**config.mk**
```make
export PLATFORM = sky130hd
export DESIGN_NAME = load_cell_controller_flat
export DESIGN_NICKNAME = d
export VERILOG_FILES = /design/src/rtl/load_cell_controller_if.sv /design/src/rtl/load_cell_controller.sv /design/src/flat_wrapper.sv
export SDC_FILE = /design/constraint.sdc
export NUM_CORES = 1
export LEC_CHECK = 0
export ABC_AREA = 1
export CORE_ASPECT_RATIO = 1.1
export CORE_MARGIN = 10
export CORE_UTILIZATION = 53
export CTS_CLUSTER_SIZE = 20
export DETAILED_ROUTE_END_ITERATION = 7
export PLACE_DENSITY_LB_ADDON = 0.05
export SLEW_MARGIN = 40
export SYNTH_ARGS = -nofsm -noshare
export SYNTH_HDL_FRONTEND = slang
export SYNTH_SLANG_ARGS = --single-unit
```
**constraint.sdc**
```tcl
create_clock -name CLK_50 -period 3.5 [get_ports CLK_50]
set_input_delay 1.05 -clock CLK_50 [delete_from_list [all_inputs] [get_ports CLK_50]]
set_output_delay 1.05 -clock CLK_50 [all_outputs]
set_load 0.01 [all_outputs]
```
**src/rtl/load_cell_controller_if.sv**
```systemverilog
// Signal bundle between the HX711 reader/application side and load_cell_controller.
// The master side drives the reader status and the application requests; the slave side is the controller.
interface load_cell_controller_if;
    logic               hx_dout_raw;
    logic               rd_data_in;
    logic               rd_delay_call;
    logic               rd_delay_continue;
    logic               rd_shift_out;
    logic        [23:0] rd_data_out;
    logic               enable;
    logic               tare_req;
    logic signed [31:0] weight;
    logic               weight_valid;
    logic               tare_busy;
    logic               tare_done;
    logic               timeout;

    modport master (
        output hx_dout_raw, rd_delay_call, rd_shift_out, rd_data_out, enable, tare_req,
        input  rd_data_in, rd_delay_continue, weight, weight_valid, tare_busy, tare_done, timeout
    );

    modport slave (
        input  hx_dout_raw, rd_delay_call, rd_shift_out, rd_data_out, enable, tare_req,
        output rd_data_in, rd_delay_continue, weight, weight_valid, tare_busy, tare_done, timeout
    );
endinterface

```
**src/rtl/load_cell_controller.sv**
```systemverilog
// HX711 sequencing controller: DOUT sync/gating, reader delay server, sample averaging,
// tare capture and no-data watchdog, all in the CLK_50 domain.
module load_cell_controller #(
    parameter int DELAY_CYCLES   = 50,
    parameter int AVG_LOG2       = 2,
    parameter int TARE_LOG2      = 3,
    parameter int TIMEOUT_CYCLES = 10_000_000
) (
    input  logic                  CLK_50,
    input  logic                  RESET_N,
    load_cell_controller_if.slave bus
);
    localparam int MAX_LOG2 = (AVG_LOG2 > TARE_LOG2) ? AVG_LOG2 : TARE_LOG2;
    localparam int ACC_W    = 24 + MAX_LOG2;
    localparam int CNT_W    = MAX_LOG2 + 1;
    localparam int DLY_W    = $clog2(DELAY_CYCLES + 1);
    localparam int TMR_W    = $clog2(TIMEOUT_CYCLES + 1);

    localparam logic [CNT_W-1:0] AVG_N  = CNT_W'(2 ** AVG_LOG2);
    localparam logic [CNT_W-1:0] TARE_N = CNT_W'(2 ** TARE_LOG2);

    localparam logic [1:0] S_IDLE   = 2'd0;
    localparam logic [1:0] S_WAIT   = 2'd1;
    localparam logic [1:0] S_RESULT = 2'd2;
    localparam logic [1:0] S_DRAIN  = 2'd3;

    function automatic logic signed [ACC_W-1:0] sext_sample(input logic [23:0] d);
        return {{(ACC_W-24){d[23]}}, d};
    endfunction

    // Arithmetic shift floors toward -inf; the mean of 24-bit samples always fits in 32 bits.
    function automatic logic signed [31:0] mean32(input logic signed [ACC_W-1:0] a, input int sh);
        logic signed [ACC_W-1:0] s;
        s = a >>> sh;
        return 32'(s);
    endfunction

    logic                    sync1_q, sync2_q;
    logic [DLY_W-1:0]        dly_q, dly_d;
    logic                    cont_q, cont_d;
    logic                    shift_q, cap_q;
    logic                    busy_q, busy_d;
    logic [1:0]              state_q, state_d;
    logic signed [ACC_W-1:0] acc_q, acc_d;
    logic [CNT_W-1:0]        cnt_q, cnt_d;
    logic [TMR_W-1:0]        tmr_q, tmr_d;
    logic                    timeout_q, timeout_d;
    logic signed [31:0]      weight_q, weight_d;
    logic                    valid_q, valid_d;
    logic signed [31:0]      tare_off_q, tare_off_d;
    logic                    tare_busy_q, tare_busy_d;
    logic                    done_q, done_d;
    logic                    pend_q, pend_d;

    logic signed [ACC_W-1:0] sample;
    logic [CNT_W-1:0]        cnt_inc;
    logic [CNT_W-1:0]        win_n;
    logic                    tare_go;

    assign sample  = sext_sample(bus.rd_data_out);
    assign cnt_inc = cnt_q + 1'b1;
    assign win_n   = tare_busy_q ? TARE_N : AVG_N;
    assign tare_go = bus.tare_req & ~tare_busy_q;

    // A call mid-count reloads the counter, so only the latest call produces a continue.
    always_comb begin
        dly_d  = dly_q;
        cont_d = 1'b0;
        if (bus.rd_delay_call) begin
            dly_d = DLY_W'(DELAY_CYCLES - 1);
        end else if (dly_q != '0) begin
            dly_d  = dly_q - 1'b1;
            cont_d = (dly_q == DLY_W'(1));
        end
    end

    always_comb begin
        busy_d = busy_q;
        if (cap_q)             busy_d = 1'b0;
        if (bus.rd_delay_call) busy_d = 1'b1;
    end

    always_comb begin
        state_d     = state_q;
        acc_d       = acc_q;
        cnt_d       = cnt_q;
        tmr_d       = tmr_q;
        timeout_d   = timeout_q;
        weight_d    = weight_q;
        valid_d     = 1'b0;
        tare_off_d  = tare_off_q;
        tare_busy_d = tare_busy_q;
        done_d      = 1'b0;
        pend_d      = pend_q;
        case (state_q)
            S_IDLE: begin
                if (tare_go) pend_d = 1'b1;
                if (bus.enable) begin
                    state_d = S_WAIT;
                    acc_d   = '0;
                    cnt_d   = '0;
                    tmr_d   = '0;
                    if (tare_go || pend_q) begin
                        tare_busy_d = 1'b1;
                        pend_d      = 1'b0;
                    end
                end
            end
            S_WAIT: begin
                if (tmr_q == TMR_W'(TIMEOUT_CYCLES - 1)) begin
                    timeout_d = 1'b1;
                    tmr_d     = '0;
                end else begin
                    tmr_d = tmr_q + 1'b1;
                end
                if (cap_q) begin
                    tmr_d     = '0;
                    timeout_d = 1'b0;
                end
                // Starting a tare throws away the partial window, including a same-cycle capture.
                if (tare_go) begin
                    tare_busy_d = 1'b1;
                    acc_d       = '0;
                    cnt_d       = '0;
                    if (!bus.enable) state_d = S_DRAIN;
                end else if (cap_q) begin
                    acc_d = acc_q + sample;
                    cnt_d = cnt_inc;
                    if (cnt_inc == win_n)  state_d = S_RESULT;
                    else if (!bus.enable)  state_d = S_DRAIN;
                end else if (!bus.enable) begin
                    state_d = S_DRAIN;
                end
            end
            S_RESULT: begin
                acc_d = '0;
                cnt_d = '0;
                if (tare_busy_q) begin
                    tare_off_d  = mean32(acc_q, TARE_LOG2);
                    done_d      = 1'b1;
                    tare_busy_d = 1'b0;
                end else begin
                    weight_d = mean32(acc_q, AVG_LOG2) - tare_off_q;
                    valid_d  = 1'b1;
                end
                if (bus.enable) begin
                    state_d = S_WAIT;
                    if (tare_go) tare_busy_d = 1'b1;
                end else begin
                    state_d = S_IDLE;
                    if (tare_go) pend_d = 1'b1;
                end
            end
            S_DRAIN: begin
                if (tare_go) pend_d = 1'b1;
                if (!busy_q) state_d = S_IDLE;
            end
            default: state_d = S_IDLE;
        endcase
    end

    always_ff @(posedge CLK_50 or negedge RESET_N) begin
        if (!RESET_N) begin
            sync1_q     <= 1'b1;
            sync2_q     <= 1'b1;
            dly_q       <= '0;
            cont_q      <= 1'b0;
            shift_q     <= 1'b0;
            cap_q       <= 1'b0;
            busy_q      <= 1'b0;
            state_q     <= S_IDLE;
            acc_q       <= '0;
            cnt_q       <= '0;
            tmr_q       <= '0;
            timeout_q   <= 1'b0;
            weight_q    <= '0;
            valid_q     <= 1'b0;
            tare_off_q  <= '0;
            tare_busy_q <= 1'b0;
            done_q      <= 1'b0;
            pend_q      <= 1'b0;
        end else begin
            sync1_q     <= bus.hx_dout_raw;
            sync2_q     <= sync1_q;
            dly_q       <= dly_d;
            cont_q      <= cont_d;
            shift_q     <= bus.rd_shift_out;
            cap_q       <= bus.rd_shift_out & ~shift_q;
            busy_q      <= busy_d;
            state_q     <= state_d;
            acc_q       <= acc_d;
            cnt_q       <= cnt_d;
            tmr_q       <= tmr_d;
            timeout_q   <= timeout_d;
            weight_q    <= weight_d;
            valid_q     <= valid_d;
            tare_off_q  <= tare_off_d;
            tare_busy_q <= tare_busy_d;
            done_q      <= done_d;
            pend_q      <= pend_d;
        end
    end

    // DOUT reaches the reader only while a conversion may start or one is already in flight.
    assign bus.rd_data_in        = (state_q == S_WAIT || busy_q) ? sync2_q : 1'b1;
    assign bus.rd_delay_continue = cont_q;
    assign bus.weight            = weight_q;
    assign bus.weight_valid      = valid_q;
    assign bus.tare_busy         = tare_busy_q;
    assign bus.tare_done         = done_q;
    assign bus.timeout           = timeout_q;
endmodule

```
**src/flat_wrapper.sv**
```systemverilog
// flat-port wrapper written by rule: the top's interface ports become plain ports
module load_cell_controller_flat 
#(
    parameter int DELAY_CYCLES   = 50,
    parameter int AVG_LOG2       = 2,
    parameter int TARE_LOG2      = 3,
    parameter int TIMEOUT_CYCLES = 10_000_000
)
  (CLK_50, RESET_N, bus_hx_dout_raw, bus_rd_delay_call, bus_rd_shift_out, bus_rd_data_out, bus_enable, bus_tare_req, bus_rd_data_in, bus_rd_delay_continue, bus_weight, bus_weight_valid, bus_tare_busy, bus_tare_done, bus_timeout);
  load_cell_controller_if bus_i ();
  input  logic CLK_50;
  input  logic RESET_N;
  input wire logic [$bits(bus_i.hx_dout_raw)-1:0] bus_hx_dout_raw;
  input wire logic [$bits(bus_i.rd_delay_call)-1:0] bus_rd_delay_call;
  input wire logic [$bits(bus_i.rd_shift_out)-1:0] bus_rd_shift_out;
  input wire logic [$bits(bus_i.rd_data_out)-1:0] bus_rd_data_out;
  input wire logic [$bits(bus_i.enable)-1:0] bus_enable;
  input wire logic [$bits(bus_i.tare_req)-1:0] bus_tare_req;
  output wire logic [$bits(bus_i.rd_data_in)-1:0] bus_rd_data_in;
  output wire logic [$bits(bus_i.rd_delay_continue)-1:0] bus_rd_delay_continue;
  output wire logic [$bits(bus_i.weight)-1:0] bus_weight;
  output wire logic [$bits(bus_i.weight_valid)-1:0] bus_weight_valid;
  output wire logic [$bits(bus_i.tare_busy)-1:0] bus_tare_busy;
  output wire logic [$bits(bus_i.tare_done)-1:0] bus_tare_done;
  output wire logic [$bits(bus_i.timeout)-1:0] bus_timeout;
  assign bus_i.hx_dout_raw = bus_hx_dout_raw;
  assign bus_i.rd_delay_call = bus_rd_delay_call;
  assign bus_i.rd_shift_out = bus_rd_shift_out;
  assign bus_i.rd_data_out = bus_rd_data_out;
  assign bus_i.enable = bus_enable;
  assign bus_i.tare_req = bus_tare_req;
  assign bus_rd_data_in = bus_i.rd_data_in;
  assign bus_rd_delay_continue = bus_i.rd_delay_continue;
  assign bus_weight = bus_i.weight;
  assign bus_weight_valid = bus_i.weight_valid;
  assign bus_tare_busy = bus_i.tare_busy;
  assign bus_tare_done = bus_i.tare_done;
  assign bus_timeout = bus_i.timeout;
  load_cell_controller #(.DELAY_CYCLES(DELAY_CYCLES), .AVG_LOG2(AVG_LOG2), .TARE_LOG2(TARE_LOG2), .TIMEOUT_CYCLES(TIMEOUT_CYCLES)) u_core (.CLK_50(CLK_50), .RESET_N(RESET_N), .bus(bus_i));
endmodule
```
==> results.cfg <==
[outcome]
status = finished clean

[floorplan]
die_x_um = 145
row_count = 50
start_util_pct = 53.6
dieArea_um2 = 22700
pin_count = 69
design.core.area_um2 = 16900
die_y_um = 157

[setup_path]
r2r-start = u_core.acc_q[2]$_DFFE_PN0P_
r2r_end = u_core.bus.weight[16]$_DFFE_PN0P_
worstSetupPathType = register to output port
startpoint_type = register
ff2ff_setup_slack_ns = 1.23
slowest_stage = clkdlybuf4s50_1
cp.arrival_ns = 1.92
cpPeakStageDelay_ns = 0.56
end_kind = output port
cp.required_ns = 2.45
worstPathCellList = nand2_2 > inv_1 > o21bai_1 > clkdlybuf4s50_1
cp_max_fo = 7
r2r_cells = 13

[timing]
period_needed_ns = 2.97
finalHoldViolations = 0
relSlewSlack_pct = 62.0
worst_slew_pin_slew_ns = 0.569
grt_setup_unrepaired = no
drv_slew = 0
setup_slack_ns = 0.528
fin_setup_tns_ns = 0
finalClockSkew_ns = 0.0123
final-setup-viol-count = 0
finalCritPeriodShare_pct = 84.9
fmax_mhz = 337

[min_path]
hold_start = u_core.sync1_q$_DFF_PN1_
hold_path.class = register to register
whs_endpoint = u_core.sync2_q$_DFF_PN1_
min_delay_path_depth = 0

[finish]
final_nets = 1508
postLayoutCellArea_um2 = 10500
diodes = 0
drive_above_1_share_pct = 5.52
final_cell_mix = 481 x nand2_1, 194 x inv_1, 122 x dfrtp_1
syn_to_final_growth_pct = 16.1
final_common_cell = nand2_1

[synthesis]
synth-seq-area-share_pct = 34.3
syn_area_um2 = 9050
syn_inst = 1347
synthFlopType = dfrtp_1
synth_warnings = 0
syn_area_per_cell_um2 = 6.72
synth_edf_count = 0
synth_fp_nets = 1437
async_flop_share_pct = 100
synth_seq_cells = 124
synth_cell_types = 47

[detailed_routing]
vias_per_cell = 5.26
drtIter0Drc = 601
drc = 0
routed_wirelength_um = 23000
drtPass1Iterations = 6
wl_per_cell_um = 14.0
ant_nets = 0
vias = 8614

[clock_tree]
tritoncts.num_buffers = 17
clk_pin_slew_ns = 0.07
cts_tree = yes
postCtsSetupBuffers = 0
cts_resized = 0
clk_path_buf_depth = 2
cts-root-buf = clkbuf_16
cts-htree-levels = 4
cts_num_sinks = 124
holdBufCountCts = 0
clock_latency_ns = 0.43

[placement]
pre_cts_slack_ns = 0.336
dp_hpwl_um = 17900
gp_congestion = 0.955
dpl_cell_area_um2 = 9910
port_buffers = 68

[grt]
grt_pass1_wl_um = 38600
antenna_found_initial = 0
grt_pass1_vias = 8135
grt.overflow.total = 0
grt_max_degree = 50
grtUsageTotal_pct = 20.9

[power]
p_leak_nw = 5.57
ir_worst_vdd_mv = 0.471
powerDensity_nw_per_um2 = 841

[flow_run]
maxCapViolCount = 0
where the power goes:
group          leakage (nW)  internal (mW)  switching, mW
combinational          3.66           1.79           3.14
clock                 0.286           1.01          0.757
sequential             1.62           1.82          0.301
total                  5.57           4.63           4.20
worst max-delay path, delay by kind of cell, from the launching register on:
| family | cells | cell delay, ns |
|---|---|---|
| AOI/OAI and AO/OA | 1 | 0.16 |
| buffers and inverters | 2 | 0.71 |
| DFF | 1 | 0.44 |
| and+or+nand+nor | 1 | 0.18 |
cells by family (layout without fill, tap and decap cells):
kind of cell / after synthesis / count (layout) / synth area share [%]
XOR/XNOR: 19 / 19 / 1.84
AND/OR/NAND/NOR: 758 / 758 / 35.7
flip-flops: 124 / 124 / 34.3
adder cells (fa/ha/maj): 59 / 59 / 8.32
buffers and inverters: 224 / 308 / 9.96
AO/OA/AOI/OAI: 163 / 163 / 9.83
per-layer routing:
metal | up-vias | GRT usage [%] | routed length, um
met2 | 202 | 32.3 | 10300
li1 | 4464 | - | -
met5 | - | 0 | 0
met4 | 0 | 6.36 | 392
met1 | 3916 | 28.9 | 11200
met3 | 32 | 3.98 | 1130
synth_stat cells, types with 6 or more instances:
cell / instances / area (um^2)
ha_1: 57 / 713
xnor2_1: 10 / 87.6
nor3_1: 12 / 60.1
nand2_1: 481 / 1810
nor2_1: 96 / 360
buf_2: 7 / 35.0
a21oi_1: 54 / 270
nand3_1: 94 / 470
o21ai_0: 68 / 340
buf_4: 7 / 52.6
or2_2: 8 / 50.1
nand4_1: 31 / 194
nand2_2: 7 / 43.8
xor2_1: 9 / 78.8
o21ai_1: 14 / 70.1
inv_1: 194 / 728
clkbuf_1: 6 / 22.5
nand3b_1: 8 / 60.1
o21bai_1: 10 / 75.1
dfrtp_1: 122 / 3050
inv_2: 6 / 22.5
stage by stage:
stage	hold slack [ns]	cells	utilization, %	power [mW]
after floorplan	0.345	1347	-	5.67
after global placement	0.351	1607	58.7	6.95
after detailed placement	0.350	1607	58.7	7.02
after CTS	0.360	1639	62.2	8.82
after global routing	0.368	1639	62.2	9.65
final	0.358	1639	62.2	8.83
state kept, by name, summed over array words and instances (netlist names), 2 cells and up:
| name | count |
|---|---|
| u_core.acc_q | 27 |
| u_core.state_q | 2 |
| u_core.dly_q | 6 |
| u_core.bus.weight | 26 |
| u_core.tare_off_q | 24 |
| u_core.tmr_q | 24 |
| u_core.cnt_q | 4 |
area by class of cell:
type / count / area (um^2)
fillers: 1637 / 6390
multi-input cells: 999 / 5040
inverters: 201 / 757
repair buffers: 75 / 743
flip-flops and latches: 124 / 3110
clock inverters: 15 / 168
clock buffers: 17 / 425
well taps: 208 / 260
worst max-delay path by stage:
stage                                        from                      endpoint  slack (ns)
global placement               bus_rd_data_out[0]  u_core.acc_q[16]$_DFFE_PN0P_        0.38
floorplan                      bus_rd_data_out[0]  u_core.acc_q[12]$_DFFE_PN0P_        0.96
detailed placement             bus_rd_data_out[0]  u_core.acc_q[12]$_DFFE_PN0P_        0.34
global route        u_core.state_q[1]$_DFFE_PN0P_                bus_rd_data_in        0.46
finish              u_core.state_q[0]$_DFFE_PN0P_                bus_rd_data_in        0.53
CTS                 u_core.state_q[0]$_DFFE_PN0P_                bus_rd_data_in        0.53
Note: power is estimated with default switching activity, not from simulation.
